--- config.mk ---
export PLATFORM = sky130hd
export DESIGN_NAME = remote_comm_flat
export DESIGN_NICKNAME = d
export VERILOG_FILES = /design/src/rtl/remote_comm_pkg.sv /design/src/rtl/remote_comm_if.sv /design/src/rtl/remote_comm_uart.sv /design/src/rtl/remote_comm.sv /design/src/flat_wrapper.sv
export SDC_FILE = /design/constraint.sdc
export NUM_CORES = 1
export LEC_CHECK = 0
export ABC_CLOCK_PERIOD_IN_PS = 3400
export CORE_UTILIZATION = 28
export CTS_CLUSTER_DIAMETER = 200
export CTS_CLUSTER_SIZE = 25
export DETAILED_ROUTE_END_ITERATION = 12
export SETUP_SLACK_MARGIN = 0.1
export SYNTH_ARGS = -nofsm -noshare
export SYNTH_HDL_FRONTEND = slang
export SYNTH_SLANG_ARGS = --single-unit
--- constraint.sdc ---
create_clock -name clk -period 3.4 [get_ports clk]
set_input_delay 0.34 -clock clk [delete_from_list [all_inputs] [get_ports clk]]
set_output_delay 0.34 -clock clk [all_outputs]
set_load 0.05 [all_outputs]
--- src/rtl/remote_comm_pkg.sv ---
// Shared types and constants for the remote_comm host-side command transmitter.
package remote_comm_pkg;

    typedef enum logic [1:0] {
        IDLE = 2'd0,
        HIGH = 2'd1,
        LOW  = 2'd2
    } tx_state_e;

    localparam int BAUD_DIV_DEF = 2604;

    localparam logic [7:0]  POS_ACK  = 8'hA5;
    localparam logic [15:0] CAL_GYRO = 16'h2000;
    localparam logic [15:0] MOVE_N2  = 16'h4002;

    // Baud counters are at least 12 bits so any BAUD_DIV up to 4095 fits.
    function automatic int cnt_width(input int div);
        return ($clog2(div + 1) > 12) ? $clog2(div + 1) : 12;
    endfunction

endpackage

--- src/rtl/remote_comm_if.sv ---
// Command/response bus between a host driver and remote_comm.
interface remote_comm_if;
    import remote_comm_pkg::*;

    // snd_cmd is a one-cycle strobe; it is accepted only when state_dbg is IDLE,
    // and cmd is sampled on that same cycle. cmd_snt and resp_rdy are levels.
    logic [15:0] cmd;
    logic        snd_cmd;
    logic        cmd_snt;
    logic [7:0]  resp;
    logic        resp_rdy;
    tx_state_e   state_dbg;

    modport master (
        output cmd, snd_cmd,
        input  cmd_snt, resp, resp_rdy, state_dbg
    );

    modport slave (
        input  cmd, snd_cmd,
        output cmd_snt, resp, resp_rdy, state_dbg
    );

endinterface

--- src/rtl/remote_comm_uart.sv ---
// 8N1 UART: uart_tx serializer, uart_rx deserializer, and the uart pair wrapper.
module uart_tx import remote_comm_pkg::*; #(
    parameter int BAUD_DIV = BAUD_DIV_DEF
) (
    input  logic       clk,
    input  logic       rst_n,
    input  logic       trmt,
    input  logic [7:0] tx_data,
    output logic       TX,
    output logic       tx_done
);
    localparam int CW = cnt_width(BAUD_DIV);
    localparam logic [CW-1:0] BIT_END = CW'(BAUD_DIV - 1);

    logic [7:0]    shift_q, shift_d;
    logic [CW-1:0] baud_q, baud_d;
    logic [3:0]    idx_q, idx_d;
    logic          busy_q, busy_d;
    logic          tx_q, tx_d;
    logic          bit_end;

    // tx_done marks the last clock of the stop bit, so a trmt on that cycle
    // chains the next frame with no idle gap.
    always_comb begin
        shift_d = shift_q;
        baud_d  = baud_q;
        idx_d   = idx_q;
        busy_d  = busy_q;
        tx_d    = tx_q;
        bit_end = busy_q && (baud_q == BIT_END);
        tx_done = bit_end && (idx_q == 4'd9);
        if (trmt) begin
            shift_d = tx_data;
            baud_d  = '0;
            idx_d   = 4'd0;
            busy_d  = 1'b1;
            tx_d    = 1'b0;
        end else if (bit_end) begin
            baud_d = '0;
            if (idx_q == 4'd9) begin
                busy_d = 1'b0;
                tx_d   = 1'b1;
            end else begin
                idx_d   = idx_q + 4'd1;
                shift_d = {1'b1, shift_q[7:1]};
                tx_d    = shift_q[0];
            end
        end else if (busy_q) begin
            baud_d = baud_q + CW'(1);
        end
    end

    always_ff @(posedge clk or negedge rst_n) begin
        if (!rst_n) begin
            shift_q <= '1;
            baud_q  <= '0;
            idx_q   <= 4'd0;
            busy_q  <= 1'b0;
            tx_q    <= 1'b1;
        end else begin
            shift_q <= shift_d;
            baud_q  <= baud_d;
            idx_q   <= idx_d;
            busy_q  <= busy_d;
            tx_q    <= tx_d;
        end
    end

    assign TX = tx_q;

endmodule

module uart_rx import remote_comm_pkg::*; #(
    parameter int BAUD_DIV = BAUD_DIV_DEF
) (
    input  logic       clk,
    input  logic       rst_n,
    input  logic       RX,
    input  logic       clr_rdy,
    output logic       rdy,
    output logic [7:0] rx_data
);
    localparam int CW = cnt_width(BAUD_DIV);
    localparam logic [CW-1:0] BIT_END  = CW'(BAUD_DIV - 1);
    localparam logic [CW-1:0] HALF_END = CW'(BAUD_DIV / 2 - 1);

    logic          rx_ff1_q, rx_ff1_d, rx_ff2_q, rx_ff2_d, rx_prev_q, rx_prev_d;
    logic          busy_q, busy_d;
    logic [CW-1:0] baud_q, baud_d;
    logic [3:0]    idx_q, idx_d;
    logic [7:0]    shift_q, shift_d;
    logic [7:0]    data_q, data_d;
    logic          rdy_q, rdy_d;
    logic          sample;

    always_comb begin
        rx_ff1_d  = RX;
        rx_ff2_d  = rx_ff1_q;
        rx_prev_d = rx_ff2_q;
        busy_d    = busy_q;
        baud_d    = baud_q;
        idx_d     = idx_q;
        shift_d   = shift_q;
        data_d    = data_q;
        rdy_d     = rdy_q;
        sample    = busy_q && (baud_q == ((idx_q == 4'd0) ? HALF_END : BIT_END));
        if (clr_rdy) rdy_d = 1'b0;
        if (!busy_q) begin
            if (rx_prev_q && !rx_ff2_q) begin
                busy_d = 1'b1;
                baud_d = '0;
                idx_d  = 4'd0;
            end
        end else if (sample) begin
            baud_d = '0;
            idx_d  = idx_q + 4'd1;
            if (idx_q == 4'd0) begin
                // Line back high mid-start is a glitch: drop it, keep the old byte.
                if (rx_ff2_q) busy_d = 1'b0;
                else          rdy_d  = 1'b0;
            end else if (idx_q <= 4'd8) begin
                shift_d = {rx_ff2_q, shift_q[7:1]};
            end else begin
                data_d = shift_q;
                rdy_d  = 1'b1;
                busy_d = 1'b0;
            end
        end else begin
            baud_d = baud_q + CW'(1);
        end
    end

    always_ff @(posedge clk or negedge rst_n) begin
        if (!rst_n) begin
            rx_ff1_q  <= 1'b1;
            rx_ff2_q  <= 1'b1;
            rx_prev_q <= 1'b1;
            busy_q    <= 1'b0;
            baud_q    <= '0;
            idx_q     <= 4'd0;
            shift_q   <= '0;
            data_q    <= '0;
            rdy_q     <= 1'b0;
        end else begin
            rx_ff1_q  <= rx_ff1_d;
            rx_ff2_q  <= rx_ff2_d;
            rx_prev_q <= rx_prev_d;
            busy_q    <= busy_d;
            baud_q    <= baud_d;
            idx_q     <= idx_d;
            shift_q   <= shift_d;
            data_q    <= data_d;
            rdy_q     <= rdy_d;
        end
    end

    assign rdy     = rdy_q;
    assign rx_data = data_q;

endmodule

module uart import remote_comm_pkg::*; #(
    parameter int BAUD_DIV = BAUD_DIV_DEF
) (
    input  logic       clk,
    input  logic       rst_n,
    input  logic       trmt,
    input  logic [7:0] tx_data,
    output logic       tx_done,
    output logic       TX,
    input  logic       RX,
    input  logic       clr_rdy,
    output logic       rdy,
    output logic [7:0] rx_data
);
    uart_tx #(.BAUD_DIV(BAUD_DIV)) u_tx (
        .clk(clk), .rst_n(rst_n), .trmt(trmt), .tx_data(tx_data), .TX(TX), .tx_done(tx_done)
    );

    uart_rx #(.BAUD_DIV(BAUD_DIV)) u_rx (
        .clk(clk), .rst_n(rst_n), .RX(RX), .clr_rdy(clr_rdy), .rdy(rdy), .rx_data(rx_data)
    );

endmodule

--- src/rtl/remote_comm.sv ---
// Host-side remote: sends a 16-bit command as two UART bytes (high first)
// and presents response bytes received from the robot.
module remote_comm import remote_comm_pkg::*; #(
    parameter int BAUD_DIV = BAUD_DIV_DEF
) (
    input  logic           clk,
    input  logic           rst_n,
    remote_comm_if.slave   bus,
    output logic           TX,
    input  logic           RX
);
    tx_state_e   state_q, state_d;
    logic [15:0] cmd_q, cmd_d;
    logic        start_q, start_d;
    logic        cmd_snt_q, cmd_snt_d;
    logic        accept, trmt, tx_done;
    logic [7:0]  tx_data;

    // start_q delays the high-byte kick by one clock so the start bit begins
    // on the edge after the strobe is sampled.
    always_comb begin
        state_d   = state_q;
        cmd_d     = cmd_q;
        start_d   = 1'b0;
        cmd_snt_d = cmd_snt_q;
        accept    = 1'b0;
        trmt      = start_q;
        tx_data   = start_q ? cmd_q[15:8] : cmd_q[7:0];
        case (state_q)
            IDLE: begin
                if (bus.snd_cmd) begin
                    accept    = 1'b1;
                    cmd_d     = bus.cmd;
                    cmd_snt_d = 1'b0;
                    start_d   = 1'b1;
                    state_d   = HIGH;
                end
            end
            HIGH: begin
                if (tx_done) begin
                    trmt    = 1'b1;
                    state_d = LOW;
                end
            end
            LOW: begin
                if (tx_done) begin
                    cmd_snt_d = 1'b1;
                    state_d   = IDLE;
                end
            end
            default: state_d = IDLE;
        endcase
    end

    always_ff @(posedge clk or negedge rst_n) begin
        if (!rst_n) begin
            state_q   <= IDLE;
            cmd_q     <= '0;
            start_q   <= 1'b0;
            cmd_snt_q <= 1'b0;
        end else begin
            state_q   <= state_d;
            cmd_q     <= cmd_d;
            start_q   <= start_d;
            cmd_snt_q <= cmd_snt_d;
        end
    end

    uart #(.BAUD_DIV(BAUD_DIV)) u_uart (
        .clk     (clk),
        .rst_n   (rst_n),
        .trmt    (trmt),
        .tx_data (tx_data),
        .tx_done (tx_done),
        .TX      (TX),
        .RX      (RX),
        .clr_rdy (accept),
        .rdy     (bus.resp_rdy),
        .rx_data (bus.resp)
    );

    assign bus.cmd_snt   = cmd_snt_q;
    assign bus.state_dbg = state_q;

endmodule

--- src/flat_wrapper.sv ---
// flat-port wrapper written by rule: the top's interface ports become plain ports
module remote_comm_flat import remote_comm_pkg::*;
#(
    parameter int BAUD_DIV = BAUD_DIV_DEF
)
  (clk, rst_n, TX, RX, bus_cmd, bus_snd_cmd, bus_cmd_snt, bus_resp, bus_resp_rdy, bus_state_dbg);
  remote_comm_if bus_i ();
  input  logic clk;
  input  logic rst_n;
  output logic TX;
  input  logic RX;
  input wire logic [$bits(bus_i.cmd)-1:0] bus_cmd;
  input wire logic [$bits(bus_i.snd_cmd)-1:0] bus_snd_cmd;
  output wire logic [$bits(bus_i.cmd_snt)-1:0] bus_cmd_snt;
  output wire logic [$bits(bus_i.resp)-1:0] bus_resp;
  output wire logic [$bits(bus_i.resp_rdy)-1:0] bus_resp_rdy;
  output wire logic [$bits(bus_i.state_dbg)-1:0] bus_state_dbg;
  assign bus_i.cmd = bus_cmd;
  assign bus_i.snd_cmd = bus_snd_cmd;
  assign bus_cmd_snt = bus_i.cmd_snt;
  assign bus_resp = bus_i.resp;
  assign bus_resp_rdy = bus_i.resp_rdy;
  assign bus_state_dbg = bus_i.state_dbg;
  remote_comm #(.BAUD_DIV(BAUD_DIV)) u_core (.clk(clk), .rst_n(rst_n), .bus(bus_i), .TX(TX), .RX(RX));
endmodule
# Word level (Yosys, flattened, before mapping)
# Index checks and enable logic that the tools add are counted.
totals:
  ff_bits: 83
  wordCells: 101
  output_inout_bits: 13
classes:
  magnitude_cmp: 1
  n_reduce_logical: 20
  n_addsub: 4
  eq_ne: 10
  bitwise: 2
  muxes: 46
ops:
  columns: ["operator", "n"]
  rows:
  - ["12-bit two-way mux", 7]
  - ["8-bit two-way mux", 4]
  - ["12-bit by 1-bit adder with 12-bit output (second input constant)", 2]
  - ["1-bit two-way mux", 24]
  - ["4-bit two-way mux", 6]
  - ["12-bit == test", 1]
  - ["12-bit == test (second input constant)", 1]
  - ["4-bit by 1-bit adder with 4-bit output (second input constant)", 2]
  - ["2-bit AND reduction", 4]
  - ["4-bit AND reduction", 2]
  - ["2-bit nonzero test", 4]
  - ["2-bit two-way mux", 3]
  - ["2-bit by 1-bit inequality test with 1-bit output (second input constant)", 3]
  - ["2-bit one-hot mux with 3 select lines", 1]
  - ["3-bit AND reduction", 2]
  - ["4-bit == test (second input constant)", 1]
  - ["4-bit less-or-equal comparator (second input constant)", 1]
  - ["1-bit logical AND", 4]
  - ["4-bit logical NOT", 1]
  - ["2-bit inequality test (second input constant)", 2]
  - ["3-bit nonzero test", 1]
  - ["2-bit by 1-bit == test with 1-bit output (second input constant)", 1]
  - ["2-bit == test (second input constant)", 1]
  - ["2-bit logical NOT", 1]
  - ["other kinds (3)", 4]

# Longest topological paths before layout
# Gate-level depths: netlist of run 1.
depth:
  ltp_word: 7
  depth_mapped: 8
  ltp_nobuf: 7

# Cells and area by module
# A second synthesis of run 1 with hierarchy kept.
unflattened:
  hier_cells: 372
  area_unflattened_um2: 4209.0
by_module_without_submodules:
  columns: ["module", "n_inst", "cells_per_inst", "area_per_inst_um2"]
  rows:
  - ["uart_rx", 1, 156, 1781.7]
  - ["uart_tx", 1, 158, 1511.4]
  - ["remote_comm", 1, 58, 915.9]

# Worst setup path before layout of run 1
# Ideal clock, no wire load.
synth_path:
  kind: "register to register"
  from: "register u_core.u_uart.u_rx.idx_q[0]"
  to: "register u_core.u_uart.u_rx.data_q[0], in the netlist u_core.u_uart.u_rx.rx_data[0]"
  setup_ps: 125
  slack_ps: 1109
  required_ps: 3275
  path_stages_with_launch: 9
  arrival_time_ps: 2165
  n_path_buf: 1
  cell_sequence: "dfrtp_1 inv_1 ha_1 or3b_4 nor4b_4 or2_2 and4_4 buf_12 mux2_4"
synth_via:
  elab_chain_len: 5
  elab_cells_between_ends: 8
synth_lines:
  columns: ["element", "line_no", "rtl"]
  rows:
  - ["start: declaration", "remote_comm_uart.sv:90", "logic [3:0] idx_q, idx_d;"]
  - ["start signal: assignment", "remote_comm_uart.sv:150", "idx_q <= idx_d;"]
  - ["4-bit logical NOT", "remote_comm_uart.sv:106, remote_comm_uart.sv:117", null]
  - ["12-bit two-way mux", "remote_comm_uart.sv:106", "sample = busy_q && (baud_q == ((idx_q == 4'd0) ? HALF_END : BIT_END));"]
  - ["12-bit == test", "remote_comm_uart.sv:106", null]
  - ["1-bit logical AND", "remote_comm_uart.sv:106", null]
  - ["4-bit AND reduction (no source line) *", null, null]
  - ["end signal: assignment", "remote_comm_uart.sv:152", "data_q <= data_d;"]
  - ["end: declaration", "remote_comm_uart.sv:92", "logic [7:0] data_q, data_d;"]
# Every way passes the cells marked *; elsewhere a longest branch is shown, timed or not.
# A chain may end at the register's enable or synchronous reset.

# Worst setup path after layout of run 1
layout_path:
  from: "register u_core.u_uart.u_rx.idx_q[0]"
  to: "register u_core.u_uart.u_rx.data_q[7], in the netlist u_core.u_uart.u_rx.rx_data[7]"
# Same word-level chain as after synthesis.

==> results of run 1 <==
==> final cells by class <==
class | count | area [µm²] | share of cell area (%)
sequential | 83 | 2090 | 43.9
timing repair buffer | 36 | 348 | 7.29
inverter | 6 | 22.5 | 0.472
tap | 176 | 220 | 4.62
clock buffer | 11 | 253 | 5.30
clock inverter | 5 | 85.1 | 1.78
multi-input combinational | 229 | 1750 | 36.7
==> metrics by stage <==
stage / std cells / hold WS (ns) / setup WS (ns)
finish: 546 / 0.143 / 0.932
global route: 546 / 0.228 / 0.826
CTS: 546 / 0.185 / 0.939
detailed placement: 530 / 0.348 / 0.963
global placement: 530 / 0.347 / 1.05
floorplan: 331 / 0.0444 / 1.11
==> routing by layer <==
layer	up-vias	track usage, %	part of all wire (%)
met1	1334	15.2	47
met2	37	19.2	48
li1	1259	-	-
met3	11	3.96	4.2
met5	-	0	0
met4	0	4.17	1.5
==> worst paths after layout <==
check                                                         from                                        end  slack, ns  cells after the start
min in group clk             u_core.u_uart.u_rx.rx_ff1_q$_DFF_PN1_      u_core.u_uart.u_rx.rx_ff2_q$_DFF_PN1_       0.36                      0
setup reg to reg           u_core.u_uart.u_rx.idx_q[0]$_DFFE_PN0P_  u_core.u_uart.u_rx.rx_data[7]$_DFFE_PN0P_       0.93                      7
hold / removal                                               rst_n           u_core.u_uart.u_rx.rdy$_DFF_PN0_       0.14                      1
max in group asynchronous                                    rst_n   u_core.u_uart.u_rx.baud_q[3]$_DFFE_PN0P_       2.59                      2
setup / recovery           u_core.u_uart.u_rx.idx_q[0]$_DFFE_PN0P_  u_core.u_uart.u_rx.rx_data[7]$_DFFE_PN0P_       0.93                      7
hold reg to reg              u_core.u_uart.u_rx.rx_ff1_q$_DFF_PN1_      u_core.u_uart.u_rx.rx_ff2_q$_DFF_PN1_       0.36                      0
==> power breakdown <==
group | internal [µW] | switching, µW | leakage [µW]
Clock | 685 | 389 | 0.000162
Sequential | 1120 | 140 | 0.00105
Combinational | 160 | 166 | 0.000866
Total | 1960 | 695 | 0.00208
==> logic make-up (layout without fill, tap and decap cells) <==
family                   count (synthesis)  count (layout)
buffers and inverters                   19              58
multiplexers                            57              57
adder cells (fa/ha/maj)                  6               6
XOR/XNOR                                17              17
AND/OR/NAND/NOR                        111             111
flip-flops                              83              83
AO/OA/AOI/OAI                           38              38
==> registers in the layout, indices dropped and copies added (netlist names) <==
signal / count
u_core.u_uart.u_rx.rx_data: 8
u_core.start_q: 1
u_core.cmd_q: 16
u_core.u_uart.u_tx.TX: 1
u_core.u_uart.u_tx.idx_q: 4
u_core.u_uart.u_rx.baud_q: 12
u_core.u_uart.u_tx.baud_q: 12
u_core.bus.state_dbg: 2
u_core.u_uart.u_rx.rdy: 1
u_core.u_uart.u_rx.idx_q: 4
u_core.u_uart.u_rx.rx_ff2_q: 1
u_core.u_uart.u_tx.busy_q: 1
u_core.u_uart.u_rx.rx_ff1_q: 1
u_core.u_uart.u_rx.busy_q: 1
u_core.u_uart.u_tx.shift_q: 8
u_core.u_uart.u_rx.rx_prev_q: 1
u_core.bus.cmd_snt: 1
u_core.u_uart.u_rx.shift_q: 8
==> cells in the final DEF (no fill, tap or decap), types with 3 or more instances in the layout <==
master,instances
a211oi_1,5
a21o_1,4
a21oi_1,8
and3_1,5
buf_4,5
clkbuf_16,9
clkdlybuf4s50_1,31
dfrtp_1,71
dfstp_2,12
ha_1,6
inv_1,6
mux2_1,15
mux2_2,10
mux2_4,8
mux2i_1,24
nand2_1,18
nand3_1,8
nand4_1,12
nor2_1,36
nor3_1,3
nor4_1,3
o21ai_0,7
xor2_1,15
==> worst reg2reg max path, delay by kind of cell (launching register included) <==
family / cells / cell delay (ns)
multiplexers: 1 / 0.32
buffers and inverters: 1 / 0.09
adder cells (fa/ha/maj): 1 / 0.18
flip-flops: 1 / 0.41
AND/OR/NAND/NOR: 4 / 1.35
==> metrics, run 1 <==
run status finished clean; sequence of cells on the critical path inv_1, ha_1, or3b_4, nor4b_4, or2_2, and4_4, mux2_4; synthesized instance count 331; Worst-Skew Late Latency 0.34 ns; critical path capture point type register; Buf+Inv Stages, Crit Path 1; All-Layer GR Usage 12.0%; Tightest Hold Check Type input port to asynchronous set/reset pin; vias 2641; top-count cell post-synth dfrtp_1; TritonCTS clock tree done; Compound-Gate Fraction of Synth Area 6.48%; Worst path slowest cell dfrtp_1; max-cap viol count 0; clk sinks 83; I/O Buffers 32; RSZ-0062 raised after global routing false; dominant register cell in the synthesized netlist dfrtp_1; fin util 35.5%; fmax 0.405 GHz; synthesized area per cell 11.9 µm²; Crit path arrival time 2.70 ns; DR iter-0 viols 163; top cell type's share of synthesized area 45.1%; Final Skew 0.00578 ns; CTS resizes 0; wire per inst 14.1 µm; router iterations before antenna repair 4; initial core utilization 29.3%; cell family with most CP delay simple AND/OR/NAND/NOR gates; core area 13500 µm²; placed inst area 4430 µm²; Tcrit/Tclk final 72.6%; final hold vios 0; die height 121 µm; Cell Rows 42; Detailed Place HPWL 5380 µm; Synth area leaders dfrtp_1 (45%), dfstp_2 (8.0%), mux2i_1 (6.1%), mux2_1 (4.3%), nor2_1 (3.4%); final setup fails 0; number of vias per cell 4.84; WL final 7700 µm; Leakage Power 0.00208 µW; FFs w/ async S/R, synth 100%; TritonCTS buffer count 9; Layout Nets 391; number of synthesized flops with an enable pin 0; gpl congestion 0.855; Distinct cells, synth 59; H-tree Lvls 3; crit start category register; post-synthesis sequential area ratio 53.1%; Post-CTS Setup Inserts 0; Design Area, Final 4770 µm²; largest net degree at the start of global routing 77; vias in the first global route 2769; dominant cell type by area after synthesis dfrtp_1; Routed Antenna Nets 0; IO Pins 33; YS warnings 0; slew of the pin with the lowest slew margin 0.949 ns; Seq cells post-synth 83; largest family of logic cells by synthesized area multiplexers; mux contribution to synthesized area 16.3%; fill cell count 1351; Post-Synth Adder-Cell Area 1.91%; area grow syn2layout 21.2%; Crit Path Max Fanout 9; grt ovf 0; Max Transition Viols Final 0; root buffer cell clkbuf_16; crit path kind register to register; share of layout cells above drive strength 1 16.5%; # DRC 0; relative slew slack 36.7%; Die Span X 121 µm; PwrDens 557 nW/µm²; antenna cells 0; post-synthesis simple-gate area fraction 16.0%; XOR/XNOR Fraction of Synth Area 3.78%; Syn Std Cell Area 3940 µm²; CTS clk-pin slew, worst paths 0.06 ns; clk buf depth 2; min cycle time layout 2.47 ns; setup TNS 0 ns; Post-Syn Nets 357; Post-synth top cells dfrtp_1 (71), nor2_1 (36), mux2i_1 (24); CP required 3.63 ns; # hold bufs at CTS 0; first-pass GRT wire length 13500 µm; Die Footprint 14500 µm²; CP peak stage delay 0.41 ns; Peak VDD IR 0.319 mV; antenna violations before repair 0; total power 2660 µW
Power figures use the tool's default switching activity.
==> run 2: changes to the inputs <==
ABC_CLOCK_PERIOD_IN_PS = 2000   (was 3400)
clock period = 2 ns   (was 3.4 ns; I/O delays follow)
==> run 2 against run 1 <==
  * The run now ends with negative setup slack left
  * Largest cell class unchanged
  * Clock power up 90%
  * Via count up 6.5%
  * Final cell count up 7.1%
  * First-iteration DRC count down 40%
  * Critical endpoint is now u_core.u_uart.u_rx.rx_data[6]$_DFFE_PN0P_
  * Core utilization up 4.1 points
==> metrics, run 2 (synthesis gave the netlist of run 1 again) <==
run status finished with violations; violated checks negative setup slack; final hold vios 0; hold path endpoint u_core.u_uart.u_rx.rx_ff1_q$_DFF_PN1_; first-pass GRT wire length 14200 µm; clk sinks 83; Layout Nets 430; Most flops, register u_core.cmd_q; Design Area, Final 5330 µm²; Die Span X 121 µm; die height 121 µm; Routed Antenna Nets 0; max-cap viol count 0; CP peak stage delay 0.40 ns; Worst-Skew Late Latency 0.34 ns; Crit path arrival time 2.43 ns; critical path capture point type register; commonest non-fill, non-tap cell in the layout dfrtp_1; crit start category register; slew of the pin with the lowest slew margin 0.567 ns; Top Registers u_core.cmd_q x16, u_core.u_uart.u_rx.baud_q x12, u_core.u_uart.u_tx.baud_q x12; Final Skew 0.00970 ns; grt ovf 0; min cycle time layout 2.21 ns; final setup fails 29; Max Transition Viols Final 0; Leakage Power 0.00235 µW; area grow syn2layout 35.3%; antenna cells 0; WL final 8500 µm; Hold Path Origin RX; vias in the first global route 3003; router iterations before antenna repair 4; cell family with most CP delay simple AND/OR/NAND/NOR gates; Peak VDD IR 0.380 mV; clk buf depth 2; R2R Path Start u_core.u_uart.u_rx.idx_q[0]$_DFFE_PN0P_; Worst path slowest cell dfrtp_1; total power 4860 µW; share of layout cells above drive strength 1 31.8%; number of cells on the worst reg-to-reg path 7; TritonCTS clock tree done; Tightest Hold Check Type input port to register; fmax 0.452 GHz; wire per inst 14.5 µm; root buffer cell clkbuf_16; Tcrit/Tclk final 111%; I/O Buffers 32; Worst Hold Depth 1; crit path kind register to register; R2R Path End u_core.u_uart.u_rx.rx_data[6]$_DFFE_PN0P_; Detailed Place HPWL 5640 µm; IO Pins 33; R2R Setup Slk -0.21 ns; core area 13500 µm²; H-tree Lvls 3; vias 2812; CTS clk-pin slew, worst paths 0.06 ns; PwrDens 912 nW/µm²; initial core utilization 29.3%; most frequent cells in the layout dfrtp_1 (69), buf_4 (34), nor2_1 (30), clkdlybuf4s50_1 (30), mux2i_1 (24); RSZ-0062 raised after global routing true; placed inst area 4700 µm²; relative slew slack 61.9%; TritonCTS buffer count 9; All-Layer GR Usage 12.5%; # DRC 0; Die Footprint 14500 µm²; antenna violations before repair 0; Crit Path Max Fanout 5; number of vias per cell 4.81; gpl congestion 0.843; largest net degree at the start of global routing 45; max reg flops 16; Cell Rows 42; sequence of cells on the critical path inv_2, ha_4, or3b_4, nor4b_4, or2_4, and4_4, mux2_4; CP required 2.22 ns; worst setup margin -0.210 ns; DR iter-0 viols 97; Buf+Inv Stages, Crit Path 1
-- run 2: per-layer routing --
layer	part of all wire, %	global-route usage, %	up-vias
met2	48	20.0	51
met1	47	16.3	1408
met3	3.6	3.02	12
met5	0	0	-
li1	-	-	1341
met4	1.4	4.63	0
-- run 2: stage by stage --
step                      setup slack (ns)  hold WS, ns  std cells  setup TNS [ns]  utilization (%)
after floorplan                     -0.261      -0.0956        331           -3.30                -
after global placement              -0.217        0.116        556           -2.90             34.9
after detailed placement            -0.284        0.123        556           -4.55             34.9
after CTS                           -0.204        0.264        577           -2.93             38.5
after global routing                -0.265        0.272        585           -5.43             39.6
final                               -0.210        0.272        585           -3.47             39.6
-- run 2: report_power, final --
part / total (µW) / switching (µW) / internal [µW]
Combinational: 729 / 364 / 365
Sequential: 2100 / 199 / 1900
Clock: 2030 / 680 / 1350
Total: 4860 / 1240 / 3610
-- run 2: what timing repair did --
action,CTS,global route
cloned,1,1
buffers inserted,5,8
endpoints found under the hold margin,19,0
pin swaps,17,9
hold buffers,1,0
endpoints found under the setup margin,37,43
resized for setup,18,16
-- run 2: cell type report --
type / instances / area, µm²
multi-input cells: 230 / 1920
fillers: 1323 / 8120
inverters: 6 / 22.5
repair buffers: 74 / 708
flip-flops and latches: 83 / 2090
clock inverters: 6 / 138
well taps: 176 / 220
clock buffers: 10 / 229
-- run 2: worst max-delay path by stage --
stage                                       startpoint                                         to  slack [ns]  cells after the start
2_1_floorplan  u_core.u_uart.u_rx.idx_q[0]$_DFFE_PN0P_  u_core.u_uart.u_rx.rx_data[0]$_DFFE_PN0P_       -0.26                      8
3_3_place_gp   u_core.u_uart.u_rx.idx_q[0]$_DFFE_PN0P_  u_core.u_uart.u_rx.rx_data[7]$_DFFE_PN0P_       -0.22                      7
3_5_place_dp   u_core.u_uart.u_rx.idx_q[0]$_DFFE_PN0P_  u_core.u_uart.u_rx.rx_data[6]$_DFFE_PN0P_       -0.28                      7
4_1_cts        u_core.u_uart.u_rx.idx_q[0]$_DFFE_PN0P_  u_core.u_uart.u_rx.rx_data[6]$_DFFE_PN0P_       -0.20                      7
5_1_grt        u_core.u_uart.u_rx.idx_q[0]$_DFFE_PN0P_  u_core.u_uart.u_rx.rx_data[6]$_DFFE_PN0P_       -0.26                      7
6_report       u_core.u_uart.u_rx.idx_q[0]$_DFFE_PN0P_  u_core.u_uart.u_rx.rx_data[6]$_DFFE_PN0P_       -0.21                      7
==> run 3: changes to the inputs <==
CTS_CLUSTER_DIAMETER = default   (was 200)
==> results of run 3 <==
No change in the layout: final DEF, timing and power equal those of run 2.
